### config.mk
export PLATFORM = sky130hd
export DESIGN_NAME = tilt_char_decoder
export DESIGN_NICKNAME = d
export VERILOG_FILES = /design/src/rtl/tilt_pkg.sv /design/src/rtl/tilt_band_classifier.sv /design/src/rtl/tilt_char_decoder.sv
export SDC_FILE = /design/constraint.sdc
export NUM_CORES = 1
export LEC_CHECK = 0
export BUFFER_PORTS_ARGS = -buffer_cell sky130_fd_sc_hd__buf_4
export CORE_UTILIZATION = 30
export DETAILED_ROUTE_END_ITERATION = 8
export PLACE_DENSITY = 0.51
export SLEW_MARGIN = 40
export SYNTH_ARGS = -nofsm -noshare
export SYNTH_HDL_FRONTEND = slang
export SYNTH_SLANG_ARGS = --single-unit
### constraint.sdc
create_clock -name clk -period 3 [get_ports clk]
set_clock_uncertainty 0.2 [all_clocks]
set_input_delay 0.9 -clock clk [delete_from_list [all_inputs] [get_ports clk]]
set_output_delay 0.9 -clock clk [all_outputs]
set_load 0.02 [all_outputs]
### src/rtl/tilt_pkg.sv
// Shared types, default parameters and width helpers for the tilt character decoder.
package tilt_pkg;

  typedef enum logic [1:0] {
    ST_IDLE,
    ST_HOLD,
    ST_EMIT,
    ST_WAIT_NEUTRAL
  } tilt_state_e;

  localparam int DEF_DATA_W      = 12;
  localparam int DEF_NUM_AXES    = 3;
  localparam int DEF_NUM_BANDS   = 2;
  localparam int DEF_BAND_LO     = 550;
  localparam int DEF_BAND_STEP   = 50;
  localparam int DEF_HOLD_CYCLES = 4;
  localparam int DEF_NEUTRAL_MAX = 200;
  localparam logic [7:0] DEF_CHAR_BASE = 8'h41;

  // Width of a band index within one axis (at least 1 bit).
  function automatic int band_idx_w(input int num_bands);
    int w;
    w = $clog2(num_bands);
    return (w < 1) ? 1 : w;
  endfunction

  // Width of the flattened candidate index k*NUM_BANDS+b (at least 1 bit).
  function automatic int cand_idx_w(input int num_axes, input int num_bands);
    int w;
    w = $clog2(num_axes * num_bands);
    return (w < 1) ? 1 : w;
  endfunction

endpackage

### src/rtl/tilt_band_classifier.sv
// Maps one signed axis sample to a tilt band (if any) and a neutral flag.
module tilt_band_classifier #(
  parameter int DATA_W      = 12,
  parameter int NUM_BANDS   = 2,
  parameter int BAND_LO     = 550,
  parameter int BAND_STEP   = 50,
  parameter int NEUTRAL_MAX = 200,
  parameter int BAND_W      = 1
) (
  input  logic [DATA_W-1:0] sample,
  output logic              qualify,
  output logic [BAND_W-1:0] band,
  output logic              neutral
);

  localparam logic signed [DATA_W:0] MAG_MAX   = (DATA_W+1)'((1 << (DATA_W-1)) - 1);
  localparam logic signed [DATA_W:0] NEUTRAL_T = (DATA_W+1)'(NEUTRAL_MAX);

  logic signed [DATA_W:0] val_x;
  logic signed [DATA_W:0] mag_x;

  // Lower edge of band idx, held at one bit wider than the sample.
  function automatic logic signed [DATA_W:0] band_edge(input int idx);
    return (DATA_W+1)'(BAND_LO + idx * BAND_STEP);
  endfunction

  assign val_x = $signed({sample[DATA_W-1], sample});

  // Band search: bands are disjoint, last band has no upper edge.
  always_comb begin
    qualify = 1'b0;
    band    = '0;
    for (int unsigned b = 0; b < NUM_BANDS; b++) begin
      if (!val_x[DATA_W] && (val_x >= band_edge(int'(b))) &&
          ((int'(b) == NUM_BANDS - 1) || (val_x < band_edge(int'(b) + 1)))) begin
        qualify = 1'b1;
        band    = BAND_W'(b);
      end
    end
  end

  // Saturating magnitude for the neutral test.
  always_comb begin
    if (sample == {1'b1, {(DATA_W-1){1'b0}}}) begin
      mag_x = MAG_MAX;
    end else if (val_x[DATA_W]) begin
      mag_x = -val_x;
    end else begin
      mag_x = val_x;
    end
    neutral = (mag_x <= NEUTRAL_T);
  end

endmodule

### src/rtl/tilt_char_decoder.sv
// Decodes held tilt gestures on several axes into single ASCII character strobes.
module tilt_char_decoder #(
  parameter int         DATA_W      = tilt_pkg::DEF_DATA_W,
  parameter int         NUM_AXES    = tilt_pkg::DEF_NUM_AXES,
  parameter int         NUM_BANDS   = tilt_pkg::DEF_NUM_BANDS,
  parameter int         BAND_LO     = tilt_pkg::DEF_BAND_LO,
  parameter int         BAND_STEP   = tilt_pkg::DEF_BAND_STEP,
  parameter int         HOLD_CYCLES = tilt_pkg::DEF_HOLD_CYCLES,
  parameter int         NEUTRAL_MAX = tilt_pkg::DEF_NEUTRAL_MAX,
  parameter logic [7:0] CHAR_BASE   = tilt_pkg::DEF_CHAR_BASE
) (
  input  logic                       clk,
  input  logic                       reset,
  input  logic                       enable,
  input  logic [NUM_AXES*DATA_W-1:0] axis_in,
  output logic [7:0]                 ascii_out,
  output logic                       valid,
  output logic                       armed
);
  import tilt_pkg::*;

  localparam int BAND_W = band_idx_w(NUM_BANDS);
  localparam int IDX_W  = cand_idx_w(NUM_AXES, NUM_BANDS);

  logic [NUM_AXES*DATA_W-1:0] s0_d, s0_q;
  tilt_state_e                state_d, state_q;
  logic [7:0]                 cnt_d, cnt_q;
  logic [IDX_W-1:0]           cand_d, cand_q;
  logic [7:0]                 ascii_d, ascii_q;
  logic                       valid_d, valid_q;
  logic                       armed_d, armed_q;

  logic [NUM_AXES-1:0]        ax_qual;
  logic [NUM_AXES-1:0]        ax_neutral;
  logic [BAND_W-1:0]          ax_band [NUM_AXES];
  logic                       cand_valid;
  logic [IDX_W-1:0]           cand_idx;
  logic                       all_neutral;

  assign s0_d = axis_in;

  for (genvar k = 0; k < NUM_AXES; k++) begin : g_axis
    tilt_band_classifier #(
      .DATA_W      (DATA_W),
      .NUM_BANDS   (NUM_BANDS),
      .BAND_LO     (BAND_LO),
      .BAND_STEP   (BAND_STEP),
      .NEUTRAL_MAX (NEUTRAL_MAX),
      .BAND_W      (BAND_W)
    ) u_cls (
      .sample  (s0_q[k*DATA_W +: DATA_W]),
      .qualify (ax_qual[k]),
      .band    (ax_band[k]),
      .neutral (ax_neutral[k])
    );
  end

  assign all_neutral = &ax_neutral;

  // Priority select: lowest-numbered qualifying axis supplies the candidate.
  always_comb begin
    cand_valid = 1'b0;
    cand_idx   = '0;
    for (int unsigned k = 0; k < NUM_AXES; k++) begin
      if (ax_qual[k] && !cand_valid) begin
        cand_valid = 1'b1;
        cand_idx   = IDX_W'(int'(k) * NUM_BANDS + int'(ax_band[k]));
      end
    end
  end

  // Next-state and output logic for the hold/emit/re-arm sequence.
  always_comb begin
    state_d = state_q;
    cnt_d   = cnt_q;
    cand_d  = cand_q;
    ascii_d = ascii_q;
    valid_d = 1'b0;
    if (!enable) begin
      state_d = ST_IDLE;
    end else begin
      unique case (state_q)
        ST_IDLE: begin
          if (cand_valid) begin
            cand_d = cand_idx;
            cnt_d  = 8'd1;
            // Loading the counter with 1 already meets a one-cycle hold,
            // so skip HOLD to keep latency uniform across HOLD_CYCLES.
            state_d = (HOLD_CYCLES <= 1) ? ST_EMIT : ST_HOLD;
          end
        end
        ST_HOLD: begin
          if (!cand_valid) begin
            state_d = ST_IDLE;
          end else if (cand_idx != cand_q) begin
            cand_d = cand_idx;
            cnt_d  = 8'd1;
          end else begin
            cnt_d = cnt_q + 8'd1;
            if (({1'b0, cnt_q} + 9'd1) >= 9'(HOLD_CYCLES)) begin
              state_d = ST_EMIT;
            end
          end
        end
        ST_EMIT: begin
          valid_d = 1'b1;
          ascii_d = CHAR_BASE + 8'(cand_q);
          state_d = ST_WAIT_NEUTRAL;
        end
        ST_WAIT_NEUTRAL: begin
          if (all_neutral) begin
            state_d = ST_IDLE;
          end
        end
        default: state_d = ST_IDLE;
      endcase
    end
    armed_d = (state_d == ST_IDLE);
  end

  // State, sample stage and registered outputs.
  always_ff @(posedge clk or posedge reset) begin
    if (reset) begin
      s0_q    <= '0;
      state_q <= ST_IDLE;
      cnt_q   <= '0;
      cand_q  <= '0;
      ascii_q <= '0;
      valid_q <= 1'b0;
      armed_q <= 1'b1;
    end else begin
      s0_q    <= s0_d;
      state_q <= state_d;
      cnt_q   <= cnt_d;
      cand_q  <= cand_d;
      ascii_q <= ascii_d;
      valid_q <= valid_d;
      armed_q <= armed_d;
    end
  end

  assign ascii_out = ascii_q;
  assign valid     = valid_q;
  assign armed     = armed_q;

endmodule

==> impl_metrics.prom <==
# TYPE chip_impl_metric gauge
chip_impl_info{name="run_status",value="finished clean"} 1
chip_impl_metric{name="grt-ovfl-total",unit=""} 0
chip_impl_metric{name="final_nets",unit=""} 459
chip_impl_info{name="layout.cells.most_common",value="sky130_fd_sc_hd__buf_4"} 1
chip_impl_metric{name="largest_vdd_supply_drop",unit="uV"} 185.3
chip_impl_metric{name="start_util",unit=""} 0.3142
chip_impl_metric{name="io_buffer_count",unit=""} 45
chip_impl_metric{name="fill_cells",unit=""} 1088
chip_impl_metric{name="timing.final.crit_period",unit="ns"} 2.830
chip_impl_metric{name="power.clock.fraction",unit=""} 0.261
chip_impl_metric{name="htree_levels",unit=""} 2
chip_impl_metric{name="hold_slack",unit="ns"} 0.2887
chip_impl_info{name="final_cell_mix",value="sky130_fd_sc_hd__buf_4 (61), sky130_fd_sc_hd__dfrtp_1 (55), sky130_fd_sc_hd__nand2_1 (30), sky130_fd_sc_hd__nor2_1 (29), sky130_fd_sc_hd__o21ai_0 (20)"} 1
chip_impl_metric{name="area_share_of_the_leading_cell_type_in_the_synthesized_netlist",unit=""} 0.4187
chip_impl_metric{name="cts.reportedPaths.clkPinSlew",unit="ns"} 0.10
chip_impl_metric{name="power.share.switching",unit=""} 0.2949
chip_impl_metric{name="post_cts_hold_buffer_count",unit=""} 0
chip_impl_metric{name="detail_route.wirelength",unit="um"} 7823
chip_impl_metric{name="tritoncts.num_buffers",unit=""} 5
chip_impl_metric{name="cp.buffers_inverters",unit=""} 0
chip_impl_metric{name="grt_pass1_vias",unit=""} 2836
chip_impl_metric{name="clk-insertion-delay-late",unit="ns"} 0.30
chip_impl_metric{name="drv.max_cap_violation_count",unit=""} 0
chip_impl_metric{name="drive_above_1_share",unit=""} 0.2101
chip_impl_metric{name="synthDistinctLibCells",unit=""} 73
chip_impl_metric{name="worstPathMaxFanout",unit=""} 6
chip_impl_metric{name="final_max_slew_viol_count",unit=""} 0
chip_impl_metric{name="grt_start_max_net_pins",unit=""} 32
chip_impl_info{name="cts_tree",value="built"} 1
chip_impl_metric{name="drt_drc_violations_left",unit=""} 0
chip_impl_metric{name="fp.dieArea",unit="mm2"} 0.01138
chip_impl_info{name="synthFlopType",value="sky130_fd_sc_hd__dfrtp_1"} 1
chip_impl_metric{name="die_height",unit="um"} 106.7
chip_impl_metric{name="synth-edff-count",unit=""} 0
chip_impl_metric{name="num_io_pins",unit=""} 49
chip_impl_metric{name="internal_power",unit="uW"} 1159
chip_impl_metric{name="finalWorstSetupSlack",unit="ns"} 0.1703
chip_impl_metric{name="first_pass_grt_wire_length",unit="um"} 13430
chip_impl_metric{name="num_rows",unit=""} 37
chip_impl_metric{name="power.density",unit="mW/mm2"} 412.3
chip_impl_metric{name="highest_clock_frequency_the_design_can_meet",unit="MHz"} 353.4
chip_impl_metric{name="final-setup-viol-count",unit=""} 0
chip_impl_metric{name="clkSinkCount",unit=""} 56
chip_impl_metric{name="post_drt_wl_per_cell",unit="um"} 14.22
chip_impl_metric{name="antenna_found_initial",unit=""} 0
chip_impl_metric{name="postLayoutCoreUtil",unit=""} 0.3811
chip_impl_metric{name="synth_seq_area_share",unit=""} 0.4267
chip_impl_metric{name="power_leakage",unit="uW"} 0.001644
chip_impl_metric{name="dp.final_hpwl",unit="um"} 5848
chip_impl_metric{name="placement.setup.worst_slack",unit="ns"} 0.1303
chip_impl_metric{name="antenna-diode-count",unit=""} 0
chip_impl_metric{name="cp.required",unit="ns"} 2.99
chip_impl_metric{name="route.antenna.remaining_nets",unit=""} 0
chip_impl_metric{name="avgViaCountPerCell",unit=""} 5.302
chip_impl_metric{name="crit_arrival",unit="ns"} 2.82
chip_impl_info{name="start_kind",value="flip-flop"} 1
chip_impl_metric{name="grt_util_all_layers",unit=""} 0.1467
chip_impl_metric{name="post_synthesis_to_final_layout_area_growth",unit="%"} 21.32
chip_impl_metric{name="ys_ff_latch",unit=""} 56
chip_impl_metric{name="mapped_cells",unit=""} 358
chip_impl_metric{name="drtIter0Drc",unit=""} 119
chip_impl_metric{name="finalHoldViolCount",unit=""} 0
chip_impl_metric{name="post-route-cell-area",unit="mm2"} 0.003988
chip_impl_metric{name="seqPwrFrac",unit=""} 0.522
chip_impl_metric{name="power.total",unit="uW"} 1644
chip_impl_metric{name="gp_congestion",unit=""} 0.8185
chip_impl_info{name="hold_class",value="input port to asynchronous set/reset pin"} 1
chip_impl_metric{name="yosysWarnings",unit=""} 0
chip_impl_metric{name="clock_path_buffers",unit=""} 2
chip_impl_info{name="worstSetupPathType",value="flip-flop to flip-flop"} 1
chip_impl_metric{name="cp_slowest_stage_delay",unit="ns"} 0.46
chip_impl_metric{name="power.net_switching",unit="uW"} 484.9
chip_impl_info{name="synth_area_leaders",value="sky130_fd_sc_hd__dfrtp_1 (42%), sky130_fd_sc_hd__nand2_1 (3.4%), sky130_fd_sc_hd__nor2_1 (3.3%)"} 1
chip_impl_metric{name="floorplan.core_area",unit="mm2"} 0.01046
chip_impl_metric{name="post_synth_instance_area",unit="mm2"} 0.003287
chip_impl_metric{name="ys_async_sr_fraction",unit=""} 1.000
chip_impl_info{name="worst_path_max_delay_cell",value="sky130_fd_sc_hd__o41a_1"} 1
chip_impl_metric{name="comb_power_share",unit=""} 0.217
chip_impl_info{name="clockRootBuffer",value="sky130_fd_sc_hd__clkbuf_8"} 1
chip_impl_metric{name="syn_area_per_cell",unit="um2"} 9.181
chip_impl_info{name="critical_path.top_delay_family",value="compound AO/OA/AOI/OAI gates"} 1
chip_impl_info{name="crit_path_end_kind",value="flip-flop"} 1
chip_impl_info{name="worstPathCellList",value="or3_1 -> a211oi_2 -> nor2_1 -> o41a_1 -> o2111a_1 -> a21oi_2 -> mux2_1"} 1
chip_impl_info{name="netlist.top_cell.by_area",value="sky130_fd_sc_hd__dfrtp_1"} 1
chip_impl_metric{name="first_pass_iters",unit=""} 4
chip_impl_metric{name="min_period_over_period",unit=""} 0.9432
chip_impl_metric{name="die_w",unit="um"} 106.7
chip_impl_metric{name="vias_after_detailed_routing",unit=""} 2916
chip_impl_metric{name="detailed_place.area",unit="mm2"} 0.003859
-- repair_timing --
action | in CTS | in global routing
gates resized for setup | 0 | 5
endpoints found under the setup margin | 0 | 9
setup buffers | 0 | 2
-- power groups by stage --
stage	clock network [uW]	logic, uW	registers (uW)
5_1_grt	476	398	867
4_1_cts	451	351	858
2_1_floorplan	0	225	862
3_3_place_gp	0	346	871
6_report	430	357	858
3_5_place_dp	0	348	873
-- kinds of logic (layout without fill, tap and decap cells) --
| logic type | count (synthesis) | in the layout | synth area share |
|---|---|---|---|
| buf+inv | 38 | 92 | 0.05215 |
| mux | 6 | 6 | 0.01903 |
| simple gates | 142 | 142 | 0.2303 |
| fa+ha+maj | 7 | 7 | 0.02665 |
| compound gates | 103 | 103 | 0.2307 |
| flops | 56 | 56 | 0.4267 |
| other cells | 1 | 3 | 0.001141 |
| xor+xnor | 5 | 5 | 0.01332 |
-- worst reg2reg max path, cell delays in order, from the launching register on --
cell and delay [ns]:
sky130_fd_sc_hd__dfrtp_1 0.45, sky130_fd_sc_hd__or3_1 0.43, sky130_fd_sc_hd__a211oi_2 0.26, sky130_fd_sc_hd__nor2_1 0.12
sky130_fd_sc_hd__o41a_1 0.46, sky130_fd_sc_hd__o2111a_1 0.28, sky130_fd_sc_hd__a21oi_2 0.19, sky130_fd_sc_hd__mux2_1 0.35
-- area by class of cell --
type,count,area (um2),area share
clock buffers,8,90.09,0.02259
inverters,20,75.07,0.01883
multi-input cells,266,1740,0.4365
flip-flops and latches,56,1403,0.3517
well taps,136,170.2,0.04267
repair buffers,64,509.2,0.1277
-- registers in the layout, summed over array words and instances (netlist names) --
signal,flops
ascii_out,5
cnt_q,8
state_q,2
valid,1
cand_q,3
armed,1
s0_q,36
-- worst paths after layout --
kind | start | end | slack (ns) | depth (start not counted)
min in group clk | ascii_out[6] | ascii_out[6] | 0.29 | 1
hold / removal | reset | s0_q[1] | 0.29 | 2
hold reg to reg | ascii_out[6] | ascii_out[6] | 0.29 | 1
max in group asynchronous | reset | armed | 1.75 | 3
setup reg to reg | s0_q[7] | cand_q[1] | 0.17 | 7
setup / recovery | s0_q[7] | cand_q[1] | 0.17 | 7
-- per-stage QoR --
| step | setup TNS (ns) | std cells |
|---|---|---|
| 6_report | 0 | 550 |
| 2_1_floorplan | 0 | 360 |
| 3_3_place_gp | 0 | 540 |
| 3_5_place_dp | 0 | 540 |
| 5_1_grt | -0.007412 | 550 |
| 4_1_cts | 0 | 548 |
-- Yosys cell counts, drive strengths merged, types with 7 or more instances --
| cell | n |
|---|---|
| nand4 | 7 |
| nand2 | 31 |
| ha | 7 |
| dfrtp | 55 |
| o21ai | 23 |
| or4 | 7 |
| nor2 | 29 |
| nor3 | 9 |
| inv | 20 |
| a31oi | 7 |
| nand3 | 11 |
| a21oi | 14 |
| nor2b | 10 |
| clkbuf | 10 |
| buf | 8 |
-- layer usage --
layer | global-route usage | vias up | wire [um]
li1 | - | 1438 | -
met1 | 0.2069 | 1388 | 3742
met2 | 0.2323 | 80 | 3650
met3 | 0.02310 | 10 | 299
met4 | 0.04012 | 0 | 131
met5 | 0 | - | 0
(Power assumes the default switching activity.)
